### config.mk
export PLATFORM = sky130hd
export DESIGN_NAME = load_rsp_tracker_flat
export DESIGN_NICKNAME = d
export VERILOG_FILES = /design/src/rtl/load_rsp_tracker_if.sv /design/src/rtl/load_rsp_tracker.sv /design/src/flat_wrapper.sv
export SDC_FILE = /design/constraint.sdc
export NUM_CORES = 1
export LEC_CHECK = 0
export ABC_AREA = 0
export CELL_PAD_IN_SITES_DETAIL_PLACEMENT = 0
export CELL_PAD_IN_SITES_GLOBAL_PLACEMENT = 1
export CORE_MARGIN = 2
export CORE_UTILIZATION = 48
export DETAILED_ROUTE_END_ITERATION = 6
export DONT_BUFFER_PORTS = 1
export PLACE_DENSITY = 0.91
export SLEW_MARGIN = 20
export SYNTH_ARGS = -nofsm -noshare
export SYNTH_HDL_FRONTEND = slang
export SYNTH_SLANG_ARGS = --single-unit
### constraint.sdc
create_clock -name clk_i -period 2.7 [get_ports clk_i]
set_input_delay 0.81 -clock clk_i [delete_from_list [all_inputs] [get_ports clk_i]]
set_output_delay 0.81 -clock clk_i [all_outputs]
set_load 0.02 [all_outputs]
### src/rtl/load_rsp_tracker_if.sv
// Load-unit / dcache-response / writeback bundle for the load response tracker.
// Latency: none, wires only.
// Backpressure: alloc uses valid/ready; responses and writebacks are never stalled.
interface load_rsp_tracker_if #(
  parameter int NR_ENTRIES = 2,
  parameter int XLEN       = 32,
  parameter int DATA_W     = 64,
  parameter int TRANS_ID_W = 2
);
  localparam int ID_W = $clog2(NR_ENTRIES);

  logic                  alloc_valid_i;
  logic                  alloc_ready_o;
  logic [TRANS_ID_W-1:0] alloc_trans_id_i;
  logic [2:0]            alloc_offset_i;
  logic [1:0]            alloc_size_i;
  logic                  alloc_signed_i;
  logic [ID_W-1:0]       alloc_id_o;
  logic                  rsp_valid_i;
  logic [ID_W-1:0]       rsp_id_i;
  logic [DATA_W-1:0]     rsp_data_i;
  logic                  flush_i;
  logic                  wb_valid_o;
  logic [TRANS_ID_W-1:0] wb_trans_id_o;
  logic [XLEN-1:0]       wb_result_o;
  logic                  rsp_err_o;
  logic                  empty_o;

  // Load unit / cache / scoreboard side
  modport master (
    output alloc_valid_i, alloc_trans_id_i, alloc_offset_i, alloc_size_i, alloc_signed_i,
    output rsp_valid_i, rsp_id_i, rsp_data_i, flush_i,
    input  alloc_ready_o, alloc_id_o, wb_valid_o, wb_trans_id_o, wb_result_o,
    input  rsp_err_o, empty_o
  );

  // Tracker side
  modport slave (
    input  alloc_valid_i, alloc_trans_id_i, alloc_offset_i, alloc_size_i, alloc_signed_i,
    input  rsp_valid_i, rsp_id_i, rsp_data_i, flush_i,
    output alloc_ready_o, alloc_id_o, wb_valid_o, wb_trans_id_o, wb_result_o,
    output rsp_err_o, empty_o
  );
endinterface

### src/rtl/load_rsp_tracker.sv
// Tracks outstanding dcache loads, formats out-of-order responses into scoreboard writebacks.
// Latency: alloc_id combinational; writeback / rsp_err registered, one cycle after the response.
// Backpressure: alloc_ready_o low when no entry is FREE; responses and writebacks never stall.
module load_rsp_tracker #(
  parameter int NR_ENTRIES = 2,
  parameter int XLEN       = 32,
  parameter int DATA_W     = 64,
  parameter int TRANS_ID_W = 2
) (
  input logic              clk_i,
  input logic              rst_i,
  load_rsp_tracker_if.slave bus
);
  localparam int ID_W = $clog2(NR_ENTRIES);

  typedef enum logic [1:0] {ST_FREE, ST_PENDING, ST_KILLED} state_e;

  typedef struct packed {
    logic [TRANS_ID_W-1:0] trans_id;
    logic [2:0]            offset;
    logic [1:0]            size;
    logic                  sgn;
  } meta_t;

  state_e                state_q [NR_ENTRIES];
  state_e                state_d [NR_ENTRIES];
  meta_t                 meta_q  [NR_ENTRIES];
  meta_t                 meta_d  [NR_ENTRIES];

  logic                  wb_valid_q, wb_valid_d;
  logic [TRANS_ID_W-1:0] wb_trans_id_q, wb_trans_id_d;
  logic [XLEN-1:0]       wb_result_q, wb_result_d;
  logic                  rsp_err_q, rsp_err_d;

  logic                  alloc_ready;
  logic [ID_W-1:0]       alloc_id;
  logic                  all_free;
  logic                  alloc_fire;
  state_e                rsp_state;
  meta_t                 rsp_meta;
  logic [DATA_W-1:0]     shifted;
  logic [63:0]           ext;
  logic                  unused_ext;

  // Lowest-index FREE entry wins; descending scan lets the lowest index assign last.
  always_comb begin
    alloc_ready = 1'b0;
    alloc_id    = '0;
    all_free    = 1'b1;
    for (int i = NR_ENTRIES - 1; i >= 0; i--) begin
      if (state_q[i] == ST_FREE) begin
        alloc_ready = 1'b1;
        alloc_id    = ID_W'(i);
      end else begin
        all_free = 1'b0;
      end
    end
  end

  assign alloc_fire = bus.alloc_valid_i && alloc_ready;
  assign rsp_state  = state_q[bus.rsp_id_i];
  assign rsp_meta   = meta_q[bus.rsp_id_i];

  // Entry state/metadata next-state: response frees, flush kills, allocation (unless flushed) claims.
  always_comb begin
    for (int i = 0; i < NR_ENTRIES; i++) begin
      state_d[i] = state_q[i];
      meta_d[i]  = meta_q[i];
      if (bus.rsp_valid_i && (bus.rsp_id_i == ID_W'(i)) && (state_q[i] != ST_FREE)) begin
        state_d[i] = ST_FREE;
      end else if (bus.flush_i && (state_q[i] == ST_PENDING)) begin
        state_d[i] = ST_KILLED;
      end
      if (alloc_fire && !bus.flush_i && (alloc_id == ID_W'(i))) begin
        state_d[i]         = ST_PENDING;
        meta_d[i].trans_id = bus.alloc_trans_id_i;
        meta_d[i].offset   = bus.alloc_offset_i;
        meta_d[i].size     = bus.alloc_size_i;
        meta_d[i].sgn      = bus.alloc_signed_i;
      end
    end
  end

  // Align the response to the load's byte offset, then sign/zero extend from the access size.
  always_comb begin
    shifted = bus.rsp_data_i >> {rsp_meta.offset, 3'b000};
    ext     = shifted;
    case (rsp_meta.size)
      2'd0:    ext = {{56{rsp_meta.sgn & shifted[7]}},  shifted[7:0]};
      2'd1:    ext = {{48{rsp_meta.sgn & shifted[15]}}, shifted[15:0]};
      2'd2:    ext = {{32{rsp_meta.sgn & shifted[31]}}, shifted[31:0]};
      default: ext = shifted;
    endcase
    wb_valid_d    = bus.rsp_valid_i && (rsp_state == ST_PENDING) && !bus.flush_i;
    rsp_err_d     = bus.rsp_valid_i && (rsp_state == ST_FREE);
    wb_trans_id_d = wb_valid_d ? rsp_meta.trans_id : wb_trans_id_q;
    wb_result_d   = wb_valid_d ? ext[XLEN-1:0] : wb_result_q;
  end

  // Upper extension bits are dropped when XLEN is 32.
  assign unused_ext = ^ext;

  // State and output registers; reset returns every entry to FREE.
  always_ff @(posedge clk_i or posedge rst_i) begin
    if (rst_i) begin
      for (int i = 0; i < NR_ENTRIES; i++) begin
        state_q[i] <= ST_FREE;
        meta_q[i]  <= '0;
      end
      wb_valid_q    <= 1'b0;
      wb_trans_id_q <= '0;
      wb_result_q   <= '0;
      rsp_err_q     <= 1'b0;
    end else begin
      for (int i = 0; i < NR_ENTRIES; i++) begin
        state_q[i] <= state_d[i];
        meta_q[i]  <= meta_d[i];
      end
      wb_valid_q    <= wb_valid_d;
      wb_trans_id_q <= wb_trans_id_d;
      wb_result_q   <= wb_result_d;
      rsp_err_q     <= rsp_err_d;
    end
  end

  assign bus.alloc_ready_o = alloc_ready;
  assign bus.alloc_id_o    = alloc_id;
  assign bus.empty_o       = all_free;
  assign bus.wb_valid_o    = wb_valid_q;
  assign bus.wb_trans_id_o = wb_trans_id_q;
  assign bus.wb_result_o   = wb_result_q;
  assign bus.rsp_err_o     = rsp_err_q;
endmodule

### src/flat_wrapper.sv
// flat-port wrapper written by rule: the top's interface ports become plain ports
module load_rsp_tracker_flat 
#(
  parameter int NR_ENTRIES = 2,
  parameter int XLEN       = 32,
  parameter int DATA_W     = 64,
  parameter int TRANS_ID_W = 2
)
  (clk_i, rst_i, bus_alloc_valid_i, bus_alloc_trans_id_i, bus_alloc_offset_i, bus_alloc_size_i, bus_alloc_signed_i, bus_rsp_valid_i, bus_rsp_id_i, bus_rsp_data_i, bus_flush_i, bus_alloc_ready_o, bus_alloc_id_o, bus_wb_valid_o, bus_wb_trans_id_o, bus_wb_result_o, bus_rsp_err_o, bus_empty_o);
  load_rsp_tracker_if #(.NR_ENTRIES(NR_ENTRIES), .XLEN(XLEN), .DATA_W(DATA_W), .TRANS_ID_W(TRANS_ID_W)) bus_i ();
  input logic clk_i;
  input logic rst_i;
  input wire logic [$bits(bus_i.alloc_valid_i)-1:0] bus_alloc_valid_i;
  input wire logic [$bits(bus_i.alloc_trans_id_i)-1:0] bus_alloc_trans_id_i;
  input wire logic [$bits(bus_i.alloc_offset_i)-1:0] bus_alloc_offset_i;
  input wire logic [$bits(bus_i.alloc_size_i)-1:0] bus_alloc_size_i;
  input wire logic [$bits(bus_i.alloc_signed_i)-1:0] bus_alloc_signed_i;
  input wire logic [$bits(bus_i.rsp_valid_i)-1:0] bus_rsp_valid_i;
  input wire logic [$bits(bus_i.rsp_id_i)-1:0] bus_rsp_id_i;
  input wire logic [$bits(bus_i.rsp_data_i)-1:0] bus_rsp_data_i;
  input wire logic [$bits(bus_i.flush_i)-1:0] bus_flush_i;
  output wire logic [$bits(bus_i.alloc_ready_o)-1:0] bus_alloc_ready_o;
  output wire logic [$bits(bus_i.alloc_id_o)-1:0] bus_alloc_id_o;
  output wire logic [$bits(bus_i.wb_valid_o)-1:0] bus_wb_valid_o;
  output wire logic [$bits(bus_i.wb_trans_id_o)-1:0] bus_wb_trans_id_o;
  output wire logic [$bits(bus_i.wb_result_o)-1:0] bus_wb_result_o;
  output wire logic [$bits(bus_i.rsp_err_o)-1:0] bus_rsp_err_o;
  output wire logic [$bits(bus_i.empty_o)-1:0] bus_empty_o;
  assign bus_i.alloc_valid_i = bus_alloc_valid_i;
  assign bus_i.alloc_trans_id_i = bus_alloc_trans_id_i;
  assign bus_i.alloc_offset_i = bus_alloc_offset_i;
  assign bus_i.alloc_size_i = bus_alloc_size_i;
  assign bus_i.alloc_signed_i = bus_alloc_signed_i;
  assign bus_i.rsp_valid_i = bus_rsp_valid_i;
  assign bus_i.rsp_id_i = bus_rsp_id_i;
  assign bus_i.rsp_data_i = bus_rsp_data_i;
  assign bus_i.flush_i = bus_flush_i;
  assign bus_alloc_ready_o = bus_i.alloc_ready_o;
  assign bus_alloc_id_o = bus_i.alloc_id_o;
  assign bus_wb_valid_o = bus_i.wb_valid_o;
  assign bus_wb_trans_id_o = bus_i.wb_trans_id_o;
  assign bus_wb_result_o = bus_i.wb_result_o;
  assign bus_rsp_err_o = bus_i.rsp_err_o;
  assign bus_empty_o = bus_i.empty_o;
  load_rsp_tracker #(.NR_ENTRIES(NR_ENTRIES), .XLEN(XLEN), .DATA_W(DATA_W), .TRANS_ID_W(TRANS_ID_W)) u_core (.clk_i(clk_i), .rst_i(rst_i), .bus(bus_i));
endmodule
==> out/results.txt <==
Root Driver: clkbuf_8
antenna violations before repair: 0
synth warn: 0
vias per cell: 6.544
crit start category: primary input
Post-CTS Setup Inserts: 0
Highest Clock Rate: 440.2 MHz
first-pass GRT wire length: 17300 µm
Die Height: 93.56 µm
worst r2r src: u_core.state_q[3]$_DFFE_PP0P_
worst-path fanout max: 28
flop-to-flop setup slack: 0.49 ns
RSZ-0062 raised after global routing: false
final wirelength: 11020 µm
FF/Latch Area: 1401 µm²
mapped cell area: 3850 µm²
placer congestion estimate: 0.9693
TritonCTS clock tree: yes
fin util: 53.03%
Initial Utilization: 49.57%
ys flop type: dfrtp_1
CP Buf/Inv Count: 1
CTS Sinks: 56
Residual DRC: 0
Fillers: 703
CTS H-tree depth: 2
EDFF count, synth: 0
post-route minimum period: 2.272 ns
Top Ports: 117
largest net degree at the start of global routing: 30
post-route cell area: 4119 µm²
Port Buffers: 0
Via Count: 3246
# hold bufs at CTS: 0
Area growth syn-to-layout: 6.987%
total track usage: 25.70%
clock buffer depth: 2
Final nets: 471
Unique masters post-synth: 44
relative slew slack: 38.59%
commonest non-fill, non-tap cell in the layout: dfrtp_1
placed wire-length estimate: 8149 µm
post-DR wirelength/cell: 22.22 µm
# Max-Cap Violations: 0
WS Path Type: primary input to flip-flop
cts repair resizes: 0
Critical Path AT: 2.51 ns
slowest stage delay, CP: 0.55 ns
Final Hold Fails: 0
core footprint: 7767 µm²
reg2reg end: u_core.meta_q[2]$_DFFE_PP0P_
fin cells: 496
Pwr Density: 1196 nW/µm²
die width: 93.56 µm
multi-input logic area: 2305 µm²
sequential-to-total area share from yosys stat: 36.40%
CP Cell Sequence: mux2i_4, buf_12, a21oi_1, a311o_1, a211o_1, a31oi_1
status: complete, no violations
syn avg cell area: 9.625 µm²
Final setup viols: 0
number of nets with antenna violations after routing: 0
grt ovf: 0
worst skew pair latency: 0.32 ns
CTS buffer count: 5
Worst Tran Pin Value: 0.9133 ns
pins over their slew limit: 0
Reg2Reg Depth: 4
clock skew: 0.008057 ns
drt first pass iters: 5
worst min path class: primary input to async pin
Reg clk slew, reported paths: 0.10 ns
most frequent cells in the layout: dfrtp_1, mux2i_1, nand2_1
Async S/R FF share, synth: 100.0%
die area: 8753 µm²
WP data required: 2.94 ns
Cells after Synth: 400
DP Area: 4021 µm²
crit end category: flip-flop
ANT cells: 0
FP Rows: 32
Pwr Total: 4.925 mW
drt first-iter violations: 325
Fin Setup TNS: 0 ns
Final Cycle Share: 84.13%
Slowest cell on crit path: a211o_1
vias in the first global route: 3191
placed cell count: 488
Syn Nets: 478
Peak VDD IR: 482.8 µV
ratio of cells with drive above 1 in the final layout: 21.32%
post-synthesis register bit count: 56
Leak: 1.713 nW
cell family with most CP delay: compound AO/OA/AOI/OAI gates
-- worst max-delay path by stage --
stage	slack, ns	startpoint	cells after the start	to
finish	0.43	bus_rsp_id_i	6	u_core.bus.wb_result_o[26]$_DFFE_PP0P_
global route	0.31	u_core.state_q[2]$_DFFE_PP0P_	4	u_core.meta_q[4]$_DFFE_PP0P_
detailed placement	0.12	bus_rsp_id_i	6	u_core.bus.wb_result_o[20]$_DFFE_PP0P_
floorplan	0.01	bus_rsp_id_i	7	u_core.bus.wb_result_o[16]$_DFFE_PP0P_
CTS	0.45	bus_rsp_id_i	6	u_core.bus.wb_result_o[26]$_DFFE_PP0P_
global placement	0.18	bus_rsp_id_i	6	u_core.bus.wb_result_o[16]$_DFFE_PP0P_
-- logic make-up after synthesis --
family | after synthesis | synth area share (%)
muxes | 92 | 27.98
DFF | 56 | 36.40
AOI/OAI and AO/OA | 104 | 18.62
buffers and inverters | 35 | 4.225
and+or+nand+nor | 113 | 12.77
-- sequential cells by signal (all words and copies together) (netlist names) --
register,count
u_core.bus.wb_result_o,32
u_core.meta_q,16
u_core.state_q,4
u_core.bus.wb_trans_id_o,2
u_core.bus.rsp_err_o,1
u_core.bus.wb_valid_o,1
-- final cells by class --
cell class | count | share of cell area, %
multi-input combinational | 309 | 55.95
sequential | 56 | 34.02
timing repair buffer | 19 | 4.374
tap | 102 | 3.098
clock buffer | 6 | 2.005
clock inverter | 2 | 0.3645
inverter | 2 | 0.1823
-- per-stage QoR --
| step | hold WS [ns] | setup WS [ns] |
|---|---|---|
| CTS | 0.4739 | 0.4523 |
| global placement | 0.4891 | 0.1803 |
| finish | 0.4548 | 0.4285 |
| global route | 0.4970 | 0.3104 |
| floorplan | 0.4792 | 0.01296 |
| detailed placement | 0.4974 | 0.1186 |
-- power by group --
part,internal [mW],switching [mW]
Combinational,1.15,1.35
Sequential,1.23,0.709
Clock,0.208,0.285
-- Yosys cell counts (2+ instances only) --
master	count	area, µm²
a21oi_1	27	135.1
a21oi_2	7	61.31
a221o_1	4	40.04
a221oi_1	3	26.28
a311o_1	4	40.04
a31oi_1	24	150.1
a31oi_2	2	25.02
and2_1	2	12.51
and3_1	3	18.77
buf_1	3	11.26
buf_2	10	50.05
buf_6	2	22.52
clkbuf_1	17	63.81
dfrtp_1	56	1401
inv_1	2	7.510
mux2_2	32	360.4
mux2i_1	50	500.5
mux4_2	8	180.2
nand2_1	47	176.4
nand2b_1	2	12.51
nand3_1	5	25.02
nand3b_1	2	15.01
nor2_1	43	161.4
nor3_1	2	10.01
o211ai_1	10	75.07
o22ai_1	11	68.82
o311ai_0	4	35.03
o31a_1	2	17.52
-- per-layer routing --
layer / track usage (%) / vias up / wire, µm
met5: 0 / - / 0
li1: - / 1476 / -
met3: 6.608 / 21 / 1162
met2: 40.35 / 185 / 5206
met4: 9.179 / 0 / 278
met1: 34.49 / 1564 / 4370
-- worst register-to-register path, cell delays in order, from the launching register on --
cell,delay [ns]
dfrtp_1,0.47
nor2_1,0.08
nor3_1,0.57
nand3b_1,0.55
mux2_2,0.44
Power figures use the tool's default switching activity.
